<file path="config.mk">
export PLATFORM = sky130hd
export DESIGN_NAME = vga_sync_gen
export DESIGN_NICKNAME = d
export VERILOG_FILES = /design/src/rtl/vga_timing_pkg.sv /design/src/rtl/pixel_tick_gen.sv /design/src/rtl/vga_sync_gen.sv
export SDC_FILE = /design/constraint.sdc
export NUM_CORES = 1
export LEC_CHECK = 0
export CORE_MARGIN = 3
export CORE_UTILIZATION = 51
export DETAILED_ROUTE_END_ITERATION = 12
export PLACE_DENSITY = 0.9
export SYNTH_ARGS = -nofsm -noshare
export SYNTH_HDL_FRONTEND = slang
export SYNTH_SLANG_ARGS = --single-unit
</file>
<file path="constraint.sdc">
create_clock -name clk -period 2.4 [get_ports clk]
set_input_delay 0.24 -clock clk [delete_from_list [all_inputs] [get_ports clk]]
set_output_delay 0.24 -clock clk [all_outputs]
set_load 0.02 [all_outputs]
</file>
<file path="src/rtl/vga_timing_pkg.sv">
// -----------------------------------------------------------------------------
// vga_timing_pkg
// Shared VGA timing constants and helpers.
//   - Default 640x480@60 timing in pixel clocks and lines.
//   - Functions that derive the total period and the sync window from the four
//     timing segments. Both the default constants and the overridable module
//     parameters in vga_sync_gen use these functions.
//   - Counter width, plus small counter helpers used by the sync generator.
// No ports (package).
// -----------------------------------------------------------------------------
package vga_timing_pkg;

  localparam int CNT_W = 10;

  localparam int H_DISPLAY_DEF = 640;
  localparam int H_FRONT_DEF   = 16;
  localparam int H_SYNC_DEF    = 96;
  localparam int H_BACK_DEF    = 48;

  localparam int V_DISPLAY_DEF = 480;
  localparam int V_FRONT_DEF   = 10;
  localparam int V_SYNC_DEF    = 2;
  localparam int V_BACK_DEF    = 33;

  function automatic int timing_total(input int disp, input int front,
                                      input int sync, input int back);
    return disp + front + sync + back;
  endfunction

  // First count of the sync pulse.
  function automatic int sync_start(input int disp, input int front);
    return disp + front;
  endfunction

  // Last count of the sync pulse (inclusive).
  function automatic int sync_end(input int disp, input int front, input int sync);
    return disp + front + sync - 1;
  endfunction

  localparam int H_TOTAL_DEF      = timing_total(H_DISPLAY_DEF, H_FRONT_DEF, H_SYNC_DEF, H_BACK_DEF);
  localparam int V_TOTAL_DEF      = timing_total(V_DISPLAY_DEF, V_FRONT_DEF, V_SYNC_DEF, V_BACK_DEF);
  localparam int H_SYNC_START_DEF = sync_start(H_DISPLAY_DEF, H_FRONT_DEF);
  localparam int H_SYNC_END_DEF   = sync_end(H_DISPLAY_DEF, H_FRONT_DEF, H_SYNC_DEF);
  localparam int V_SYNC_START_DEF = sync_start(V_DISPLAY_DEF, V_FRONT_DEF);
  localparam int V_SYNC_END_DEF   = sync_end(V_DISPLAY_DEF, V_FRONT_DEF, V_SYNC_DEF);

  function automatic logic in_window(input logic [CNT_W-1:0] pos,
                                     input logic [CNT_W-1:0] lo,
                                     input logic [CNT_W-1:0] hi);
    return (pos >= lo) && (pos <= hi);
  endfunction

  function automatic logic [CNT_W-1:0] wrap_inc(input logic [CNT_W-1:0] cnt,
                                                input logic [CNT_W-1:0] last);
    return (cnt == last) ? '0 : cnt + CNT_W'(1);
  endfunction

endpackage

</file>
<file path="src/rtl/pixel_tick_gen.sv">
// -----------------------------------------------------------------------------
// pixel_tick_gen
// Divides the system clock by four to produce a one-clock pixel enable.
// Ports:
//   clk    in   system clock, rising edge
//   reset  in   synchronous active-high reset; clears the divider
//   p_tick out  high for one clk out of every four (divider count == 3)
// After reset releases the divider counts 1,2,3, so the first p_tick is
// visible in the cycle before the fourth clk edge and is consumed by it.
// -----------------------------------------------------------------------------
module pixel_tick_gen (
  input  logic clk,
  input  logic reset,
  output logic p_tick
);

  logic [1:0] cnt_q;
  logic [1:0] cnt_d;

  assign cnt_d = cnt_q + 2'd1;

  always_ff @(posedge clk) begin
    if (reset) begin
      cnt_q <= 2'd0;
    end else begin
      cnt_q <= cnt_d;
    end
  end

  assign p_tick = (cnt_q == 2'd3);

endmodule

</file>
<file path="src/rtl/vga_sync_gen.sv">
// -----------------------------------------------------------------------------
// vga_sync_gen
// VGA horizontal/vertical timing generator running from the system clock with
// a divide-by-four pixel enable.
// Ports:
//   clk      in   system clock, rising edge
//   reset    in   synchronous active-high reset; abandons any frame in progress
//   hsync    out  horizontal sync, active-low, registered
//   vsync    out  vertical sync, active-low, registered
//   video_on out  high while (pixel_x, pixel_y) is inside the visible area
//   p_tick   out  one-clk pixel enable
//   pixel_x  out  horizontal position (counter register)
//   pixel_y  out  vertical position (counter register)
// -----------------------------------------------------------------------------
module vga_sync_gen
  import vga_timing_pkg::*;
#(
  parameter int H_DISPLAY = H_DISPLAY_DEF,
  parameter int H_FRONT   = H_FRONT_DEF,
  parameter int H_SYNC    = H_SYNC_DEF,
  parameter int H_BACK    = H_BACK_DEF,
  parameter int V_DISPLAY = V_DISPLAY_DEF,
  parameter int V_FRONT   = V_FRONT_DEF,
  parameter int V_SYNC    = V_SYNC_DEF,
  parameter int V_BACK    = V_BACK_DEF
) (
  input  logic             clk,
  input  logic             reset,
  output logic             hsync,
  output logic             vsync,
  output logic             video_on,
  output logic             p_tick,
  output logic [CNT_W-1:0] pixel_x,
  output logic [CNT_W-1:0] pixel_y
);

  localparam int H_TOTAL = timing_total(H_DISPLAY, H_FRONT, H_SYNC, H_BACK);
  localparam int V_TOTAL = timing_total(V_DISPLAY, V_FRONT, V_SYNC, V_BACK);

  localparam logic [CNT_W-1:0] H_LAST   = CNT_W'(H_TOTAL - 1);
  localparam logic [CNT_W-1:0] V_LAST   = CNT_W'(V_TOTAL - 1);
  localparam logic [CNT_W-1:0] H_VIS    = CNT_W'(H_DISPLAY);
  localparam logic [CNT_W-1:0] V_VIS    = CNT_W'(V_DISPLAY);
  localparam logic [CNT_W-1:0] HS_START = CNT_W'(sync_start(H_DISPLAY, H_FRONT));
  localparam logic [CNT_W-1:0] HS_END   = CNT_W'(sync_end(H_DISPLAY, H_FRONT, H_SYNC));
  localparam logic [CNT_W-1:0] VS_START = CNT_W'(sync_start(V_DISPLAY, V_FRONT));
  localparam logic [CNT_W-1:0] VS_END   = CNT_W'(sync_end(V_DISPLAY, V_FRONT, V_SYNC));

  logic             tick;
  logic [CNT_W-1:0] h_q, h_d;
  logic [CNT_W-1:0] v_q, v_d;
  logic             hsync_q;
  logic             vsync_q;

  pixel_tick_gen u_tick (
    .clk    (clk),
    .reset  (reset),
    .p_tick (tick)
  );

  // The vertical counter steps only on the tick that wraps the line.
  always_comb begin
    h_d = h_q;
    v_d = v_q;
    if (tick) begin
      h_d = wrap_inc(h_q, H_LAST);
      if (h_q == H_LAST) begin
        v_d = wrap_inc(v_q, V_LAST);
      end
    end
  end

  // Syncs are decoded from the next-state counts so the registered pulses
  // line up with pixel_x/pixel_y in the same cycle.
  always_ff @(posedge clk) begin
    if (reset) begin
      h_q     <= '0;
      v_q     <= '0;
      hsync_q <= 1'b1;
      vsync_q <= 1'b1;
    end else begin
      h_q     <= h_d;
      v_q     <= v_d;
      hsync_q <= ~in_window(h_d, HS_START, HS_END);
      vsync_q <= ~in_window(v_d, VS_START, VS_END);
    end
  end

  assign pixel_x  = h_q;
  assign pixel_y  = v_q;
  assign hsync    = hsync_q;
  assign vsync    = vsync_q;
  assign p_tick   = tick;
  assign video_on = (h_q < H_VIS) && (v_q < V_VIS);

endmodule
</file>
==> results.sh, run 1 <==
export IMPL_outcome="finished, final reports clean"
export IMPL_synth_warning_count=0
export IMPL_final_antenna_net_count=0
export IMPL_cts_tree="yes"
export IMPL_cpLargestDelayFamily="simple AND/OR/NAND/NOR gates"
export IMPL_syn_avg_cell_area_um2=8.40
export IMPL_fin_crit_ps=2250
export IMPL_power_share_switching=0.193
export IMPL_htreeDepth=1
export IMPL_finalSetupViolCount=0
export IMPL_numPlacedInstances=211
export IMPL_final_cells=215
export IMPL_num_rows=18
export IMPL_slew_viol_final=0
export IMPL_min_path_type="register to register"
export IMPL_cpMostUsedCell="or4_1"
export IMPL_synth_fp_nets=169
export IMPL_slew_headroom=0.734
export IMPL_cts_root_buf="clkbuf_4"
export IMPL_synthCells=163
export IMPL_drcViolationCount=0
export IMPL_post_cts_buffers=0
export IMPL_area_growth_pct=22.3
export IMPL_grt_max_degree=16
export IMPL_max_cap_violations=0
export IMPL_synth_edff_count=0
export IMPL_clk_insertion_delay_late_ps=320
export IMPL_drt_iter0_drc=58
export IMPL_clk_path_buf_depth=2
export IMPL_dr_pass1_iters=4
export IMPL_place_congestion=0.916
export IMPL_layout_commonest_cell="clkdlybuf4s50_1"
export IMPL_die_y_um=57.8
export IMPL_synth_distinct_cells=42
export IMPL_coreArea_um2=2520
export IMPL_clock_sinks=24
export IMPL_end_kind="register"
export IMPL_tightest_slew_ps=399
export IMPL_setup_tns_ps=0
export IMPL_fin_area_um2=1670
export IMPL_critPathSlowestCell="or4_1"
export IMPL_mostFrequentLayoutCells="clkdlybuf4s50_1 (25), dfxtp_1 (24), nor2_1 (21)"
export IMPL_fin_ws_ps=146
export IMPL_crit_path_max_incr_delay_ps=490
export IMPL_power_mw=0.724
export IMPL_antenna_found_initial=0
export IMPL_cts_buffers=3
export IMPL_arrival_ps=2460
export IMPL_cell_internal_pwr_mw=0.584
export IMPL_cp_max_fo=7
export IMPL_p_per_area_nw_per_um2=432
export IMPL_post_dp_cell_area_um2=1620
export IMPL_ys_async_sr_fraction=0
export IMPL_clk_pin_slew_ps=130
export IMPL_drive_above_1_share=0.0703
export IMPL_worst_path_buf_inv=0
export IMPL_path_cells="ha_1 > and4_2 > nand2_1 > xor2_1 > or4_1 > or4_1"
export IMPL_nets=192
export IMPL_die_w_um=57.8
export IMPL_syn_area_um2=1370
export IMPL_wire_per_inst_um=13.9
export IMPL_grt_pass1_vias=1220
export IMPL_hold_ws_ps=450
export IMPL_grt_overflow=0
export IMPL_p_clk_frac=0.401
export IMPL_p_leak_nw=0.568
export IMPL_fin_util=0.664
export IMPL_wl_um=2980
export IMPL_max_freq_mhz=444
export IMPL_p_sw_mw=0.140
export IMPL_grt_pass1_wl_um=5350
export IMPL_grt_util_all_layers=0.198
export IMPL_via_count=1273
export IMPL_rsz0062_at_grt="no"
export IMPL_critPathLaunchType="register"
export IMPL_synth_flop_cell="dfxtp_1"
export IMPL_die_area_um2=3340
export IMPL_worst_setup_path_type="register to register"
export IMPL_dp_hpwl_um=2260
export IMPL_required_ps=2600
export IMPL_seq_power_share=0.560
export IMPL_antennaDiodeCount=0
export IMPL_pre_cts_ws_ps=148
export IMPL_finalHoldViolations=0
export IMPL_power_frac_comb=0.038
export IMPL_initial_core_util=0.543
export IMPL_yosysSeqAreaShare=0.351
export IMPL_ir_drop_uv=526
export IMPL_period_share=0.939
export IMPL_io_pins=26
export IMPL_viasPerCell=5.92
export IMPL_finClkSkew_ps=8.39
export IMPL_synth_seq_cells=24
export IMPL_port_buffers=25
cell usage after synthesis (2+ instances only):
cell type,n,area (um2)
nand4b_1,2,17.5
nand2_1,13,48.8
dfxtp_1,24,480
or4_1,5,37.5
nor4_1,2,12.5
nor2_1,21,78.8
xor2_1,7,61.3
ha_1,4,50.1
buf_2,2,10.0
buf_6,2,22.5
xnor2_1,4,35.0
o31ai_1,3,22.5
nand4_1,5,31.3
mux2i_1,2,20.0
a21oi_1,10,50.1
and4_1,3,26.3
nor2b_1,3,18.8
nand3_1,11,55.1
and3b_1,2,17.5
a22oi_1,2,15.0
clkbuf_1,5,18.8
inv_1,3,11.3
nor3_1,4,20.0
nand3b_1,3,22.5
o21ai_0,4,20.0
cells by family (layout without fill, tap and decap cells):
| group | after synthesis | count (layout) | share of synthesized area |
|---|---|---|---|
| AOI/OAI and AO/OA | 24 | 24 | 0.108 |
| xor gates and xnor gates | 11 | 11 | 0.0704 |
| adders and majority gates | 4 | 4 | 0.0366 |
| buffers and inverters | 13 | 35 | 0.0512 |
| DFF | 24 | 24 | 0.351 |
| muxes | 3 | 3 | 0.0229 |
| and+or+nand+nor | 84 | 84 | 0.360 |
final cells by class:
cell class / count / area [um2]
Fill cell: 225 / 848
Multi-Input combinational cell: 126 / 820
Sequential cell: 24 / 480
Timing Repair Buffer: 28 / 273
Tap cell: 30 / 37.5
Clock inverter: 1 / 30.0
Clock buffer: 3 / 22.5
Inverter: 3 / 11.3
path summary, 6_finish.rpt:
kind | startpoint | end | cells past startpoint | slack [ps]
setup / recovery | u_tick.cnt_q[0]$_SDFF_PP0_ | hsync$_SDFF_PP1_ | 6 | 150
hold / removal | u_tick.cnt_q[0]$_SDFF_PP0_ | u_tick.cnt_q[0]$_SDFF_PP0_ | 1 | 450
setup reg to reg | u_tick.cnt_q[0]$_SDFF_PP0_ | hsync$_SDFF_PP1_ | 6 | 150
hold reg to reg | u_tick.cnt_q[0]$_SDFF_PP0_ | u_tick.cnt_q[0]$_SDFF_PP0_ | 1 | 450
per-layer routing:
layer / vias to the layer above / wire [um] / global-route usage
met3: 4 / 156 / 0.0490
met5: - / 0 / 0
met4: 0 / 24 / 0.0430
met2: 40 / 1450 / 0.331
li1: 634 / - / -
met1: 595 / 1360 / 0.259
what timing repair did:
item	4_1_cts	5_1_grt
gates resized for setup	0	1
setup endpoints to repair	0	1
hold buffers	0	0
registers in the layout (all words and copies together), names as in the netlist:
signal,flops
vsync,1
hsync,1
pixel_x,10
u_tick.cnt_q,2
pixel_y,10
power by group through the flow:
| stage | clock network (mW) | logic [mW] | registers (mW) |
|---|---|---|---|
| 2_1_floorplan | 0 | 0.0153 | 0.415 |
| 3_5_place_dp | 0 | 0.0277 | 0.414 |
| 5_1_grt | 0.316 | 0.0304 | 0.407 |
| 3_3_place_gp | 0 | 0.0265 | 0.414 |
| 6_report | 0.291 | 0.0278 | 0.405 |
| 4_1_cts | 0.297 | 0.0278 | 0.406 |
No activity file was read; power rests on OpenSTA's default activity.
==> run 2, diff against run 1 <==
--- a/config.mk
+++ b/config.mk
@@ -8,7 +8,8 @@
 export CORE_MARGIN = 3
 export CORE_UTILIZATION = 51
 export DETAILED_ROUTE_END_ITERATION = 12
-export PLACE_DENSITY = 0.9
+export PLACE_DENSITY = 0.8
+export SLEW_MARGIN = 20
 export SYNTH_ARGS = -nofsm -noshare
 export SYNTH_HDL_FRONTEND = slang
 export SYNTH_SLANG_ARGS = --single-unit
==> run 2 against run 1 <==
Maximum frequency is 6.7% higher. Utilization down 0.40 points. Clock skew is 5.1 ps lower. Register-to-register slack gained 140 ps. Die area did not move. Highest routed layer unchanged.
==> results.sh, run 2 (same netlist as run 1, synthesis figures left out) <==
export IMPL_num_rows=18
export IMPL_cpMostUsedCell="or4_1"
export IMPL_min_path_type="register to register"
export IMPL_worst_path_buf_inv=0
export IMPL_clock_sinks=24
export IMPL_setup_tns_ps=0
export IMPL_worstHoldStart="u_tick.cnt_q[0]$_SDFF_PP0_"
export IMPL_fin_util=0.660
export IMPL_path_cells="and4_1 > nand2_1 > xor2_1 > or4_1 > or4_1"
export IMPL_max_freq_mhz=473
export IMPL_cts_root_buf="clkbuf_4"
export IMPL_r2r_end="hsync$_SDFF_PP1_"
export IMPL_antenna_found_initial=0
export IMPL_pre_cts_ws_ps=291
export IMPL_reg2reg_depth=5
export IMPL_power_mw=0.652
export IMPL_place_congestion=0.840
export IMPL_dr_pass1_iters=4
export IMPL_port_buffers=25
export IMPL_cts_tree="yes"
export IMPL_post_dp_cell_area_um2=1630
export IMPL_cts_buffers=3
export IMPL_grt_util_all_layers=0.204
export IMPL_initial_core_util=0.543
export IMPL_rsz0062_at_grt="no"
export IMPL_timing_rr_start="pixel_x[5]$_SDFF_PP0_"
export IMPL_clk_pin_slew_ps=130
export IMPL_critPathLaunchType="register"
export IMPL_final_antenna_net_count=0
export IMPL_worstSetupPathDepth=5
export IMPL_p_leak_nw=0.566
export IMPL_slew_headroom=0.722
export IMPL_nets=193
export IMPL_die_w_um=57.8
export IMPL_mostFrequentLayoutCells="clkdlybuf4s50_1 (25), dfxtp_1 (24), nor2_1 (21)"
export IMPL_htreeDepth=1
export IMPL_cts_resized=0
export IMPL_fin_area_um2=1660
export IMPL_multi_input_area_um2=818
export IMPL_cp_max_fo=12
export IMPL_via_count=1283
export IMPL_wl_um=3060
export IMPL_finalSetupViolCount=0
export IMPL_final_cells=216
export IMPL_io_pins=26
export IMPL_postCtsHoldBufs=0
export IMPL_max_cap_violations=0
export IMPL_grt_pass1_wl_um=5410
export IMPL_required_ps=2620
export IMPL_die_area_um2=3340
export IMPL_cpLargestDelayFamily="simple AND/OR/NAND/NOR gates"
export IMPL_wire_per_inst_um=14.2
export IMPL_critPathSlowestCell="dfxtp_1"
export IMPL_nFillCells=233
export IMPL_tightest_slew_ps=411
export IMPL_drt_iter0_drc=39
export IMPL_finClkSkew_ps=3.26
export IMPL_antennaDiodeCount=0
export IMPL_p_per_area_nw_per_um2=392
export IMPL_whs_endpoint="u_tick.cnt_q[0]$_SDFF_PP0_"
export IMPL_outcome="finished, final reports clean"
export IMPL_die_y_um=57.8
export IMPL_post_cts_buffers=0
export IMPL_crit_path_max_incr_delay_ps=600
export IMPL_drive_above_1_share=0.0699
export IMPL_r2r_slack_ps=290
export IMPL_coreArea_um2=2520
export IMPL_period_share=0.880
export IMPL_viasPerCell=5.94
export IMPL_numPlacedInstances=212
export IMPL_grt_pass1_vias=1198
export IMPL_end_kind="register"
export IMPL_layout_commonest_cell="clkdlybuf4s50_1"
export IMPL_ir_drop_uv=309
export IMPL_whs_path_depth=1
export IMPL_critPathLaunch="pixel_x[5]$_SDFF_PP0_"
export IMPL_arrival_ps=2330
export IMPL_fin_ws_ps=288
export IMPL_fin_crit_ps=2110
export IMPL_worst_setup_path_type="register to register"
export IMPL_slew_viol_final=0
export IMPL_clk_path_buf_depth=2
export IMPL_hold_ws_ps=435
export IMPL_drcViolationCount=0
export IMPL_grt_max_degree=16
export IMPL_grt_overflow=0
export IMPL_ff_latch_area_um2=480
export IMPL_finalHoldViolations=0
export IMPL_clk_insertion_delay_late_ps=320
export IMPL_area_growth_pct=21.6
export IMPL_dp_hpwl_um=2260
run 2: cell count changes in the layout (fill, tap and decap cells not counted):
cell and change:
and4_1 +1, and4_2 -1, buf_4 +1, bufinv_16 -1
clkbuf_8 +1
run 2: layout make-up:
cell class	count	share of cell area
Multi-Input combinational cell	126	0.492
Sequential cell	24	0.289
Timing Repair Buffer	29	0.168
Tap cell	30	0.0226
Clock buffer	4	0.0218
Inverter	3	0.00677
run 2: worst max path at each step:
stage                             endpoint
after floorplan           hsync$_SDFF_PP1_
after global placement    hsync$_SDFF_PP1_
after detailed placement  hsync$_SDFF_PP1_
after CTS                 hsync$_SDFF_PP1_
after global routing      hsync$_SDFF_PP1_
final                     hsync$_SDFF_PP1_
run 2: metal layers:
metal | GRT usage | vias to the layer above | wire [um]
met5 | 0 | - | 0
met4 | 0.103 | 0 | 53
met3 | 0.0267 | 5 | 132
met2 | 0.319 | 43 | 1410
met1 | 0.275 | 600 | 1470
li1 | - | 635 | -
run 2: report_power, final:
| group | leakage (nW) | switching, mW | internal (mW) |
|---|---|---|---|
| sequential | 0.194 | 0.00292 | 0.403 |
| combinational | 0.351 | 0.0148 | 0.0134 |
| clock | 0.0210 | 0.125 | 0.0929 |
| total | 0.566 | 0.143 | 0.509 |
==> run 3, diff against run 2 <==
--- a/config.mk
+++ b/config.mk
@@ -5,7 +5,7 @@
 export SDC_FILE = /design/constraint.sdc
 export NUM_CORES = 1
 export LEC_CHECK = 0
-export CORE_MARGIN = 3
+export CORE_MARGIN = 5
 export CORE_UTILIZATION = 51
 export DETAILED_ROUTE_END_ITERATION = 12
 export PLACE_DENSITY = 0.8
==> run 3 against run 2 <==
Hold slack hardly changed. Sequential cell count stayed put. Routed wire length is 7.9% higher. Combinational power is 2% higher. Count of clock-buffer cells in the layout is 1 lower. Critical path depth is 1 higher. Sequential power hardly changed. Global-route usage is 1.6 points lower. Die area is 14% higher. Design area is 1.4% higher. Total power is 11% higher.
==> results.sh, run 3 (same netlist as run 1, synthesis figures left out) <==
export IMPL_grt_pass1_vias=1176
export IMPL_fin_area_um2=1690
export IMPL_grt_pass1_wl_um=5350
export IMPL_die_y_um=61.8
export IMPL_min_path_type="register to register"
export IMPL_end_kind="register"
export IMPL_place_congestion=0.936
export IMPL_area_growth_pct=23.3
export IMPL_final_antenna_net_count=0
export IMPL_drt_iter0_drc=59
export IMPL_layout_commonest_cell="clkdlybuf4s50_1"
export IMPL_pre_cts_ws_ps=251
export IMPL_critPathSlowestCell="or4_1"
export IMPL_num_rows=18
export IMPL_cp_max_fo=7
export IMPL_nets=194
export IMPL_finalHoldViolations=0
export IMPL_period_share=0.912
export IMPL_cpMostUsedCell="or4_1"
export IMPL_post_cts_buffers=0
export IMPL_clock_sinks=24
export IMPL_power_mw=0.727
export IMPL_setup_tns_ps=0
export IMPL_slew_headroom=0.769
export IMPL_ff_latch_area_um2=480
export IMPL_fin_ws_ps=212
export IMPL_coreArea_um2=2520
export IMPL_cts_resized=0
export IMPL_slew_viol_final=0
export IMPL_max_freq_mhz=457
export IMPL_die_area_um2=3820
export IMPL_dr_pass1_iters=5
export IMPL_viasPerCell=5.94
export IMPL_postCtsHoldBufs=0
export IMPL_required_ps=2600
export IMPL_port_buffers=25
export IMPL_rsz0062_at_grt="no"
export IMPL_htreeDepth=1
export IMPL_wire_per_inst_um=15.2
export IMPL_fin_crit_ps=2190
export IMPL_clk_path_buf_depth=2
export IMPL_via_count=1290
export IMPL_die_w_um=61.8
export IMPL_crit_path_max_incr_delay_ps=500
export IMPL_p_leak_nw=0.579
export IMPL_antenna_found_initial=0
export IMPL_whs_path_depth=1
export IMPL_io_pins=26
export IMPL_drcViolationCount=0
export IMPL_finalSetupViolCount=0
export IMPL_nFillCells=236
export IMPL_mostFrequentLayoutCells="clkdlybuf4s50_1 (25), dfxtp_1 (24), nor2_1 (21)"
export IMPL_path_cells="ha_1 > and4_1 > nand2_1 > xor2_1 > or4_1 > or4_1"
export IMPL_worst_setup_path_type="register to register"
export IMPL_ir_drop_uv=449
export IMPL_critPathLaunchType="register"
export IMPL_post_dp_cell_area_um2=1640
export IMPL_cts_tree="yes"
export IMPL_reg2reg_depth=6
export IMPL_multi_input_area_um2=818
export IMPL_cts_root_buf="clkbuf_4"
export IMPL_hold_ws_ps=435
export IMPL_clk_insertion_delay_late_ps=320
export IMPL_finClkSkew_ps=15.2
export IMPL_grt_max_degree=16
export IMPL_grt_overflow=0
export IMPL_grt_util_all_layers=0.188
export IMPL_outcome="finished, final reports clean"
export IMPL_tightest_slew_ps=345
export IMPL_worstSetupPathDepth=6
export IMPL_clk_pin_slew_ps=140
export IMPL_arrival_ps=2390
export IMPL_dp_hpwl_um=2500
export IMPL_p_per_area_nw_per_um2=431
export IMPL_initial_core_util=0.543
export IMPL_wl_um=3300
export IMPL_drive_above_1_share=0.0749
export IMPL_max_cap_violations=0
export IMPL_worst_path_buf_inv=0
export IMPL_cts_buffers=3
export IMPL_cpLargestDelayFamily="simple AND/OR/NAND/NOR gates"
export IMPL_antennaDiodeCount=0
run 3: cell count changes in the layout (fill, tap and decap cells not counted), sizes merged:
cell,previous run,this run
bufinv,0,1
clkbuf,4,3
buf,4,5
run 3: path summary, 6_finish.rpt:
kind | from | to | slack (ps)
max reg2reg | u_tick.cnt_q[0]$_SDFF_PP0_ | hsync$_SDFF_PP1_ | 210
min | u_tick.cnt_q[0]$_SDFF_PP0_ | u_tick.cnt_q[0]$_SDFF_PP0_ | 440
max | u_tick.cnt_q[0]$_SDFF_PP0_ | hsync$_SDFF_PP1_ | 210
min reg2reg | u_tick.cnt_q[0]$_SDFF_PP0_ | u_tick.cnt_q[0]$_SDFF_PP0_ | 440
run 3: per-layer routing:
layer  global-route usage  routed length, um
met1                0.241               1480
met3               0.0579                227
met4               0.0485                 38
met5                    0                  0
met2                0.309               1560
run 3: final cells by class:
cell class / count / share of cell area
multi-input cells: 126 / 0.485
flip-flops and latches: 24 / 0.285
repair buffers: 30 / 0.170
well taps: 30 / 0.0222
clock inverters: 1 / 0.0178
clock buffers: 3 / 0.0133
inverters: 3 / 0.00667
run 3: metrics by stage:
stage,std cells,utilization
final,217,0.669
after global routing,217,0.669
after CTS,217,0.669
after detailed placement,213,0.648
after global placement,213,0.648
after floorplan,163,-
run 3: where the power goes:
part	internal, mW	total [mW]	leakage, nW	switching [mW]
clock network	0.169	0.292	0.0279	0.124
registers	0.403	0.406	0.194	0.00294
logic	0.0129	0.0286	0.357	0.0157
total	0.585	0.727	0.579	0.142
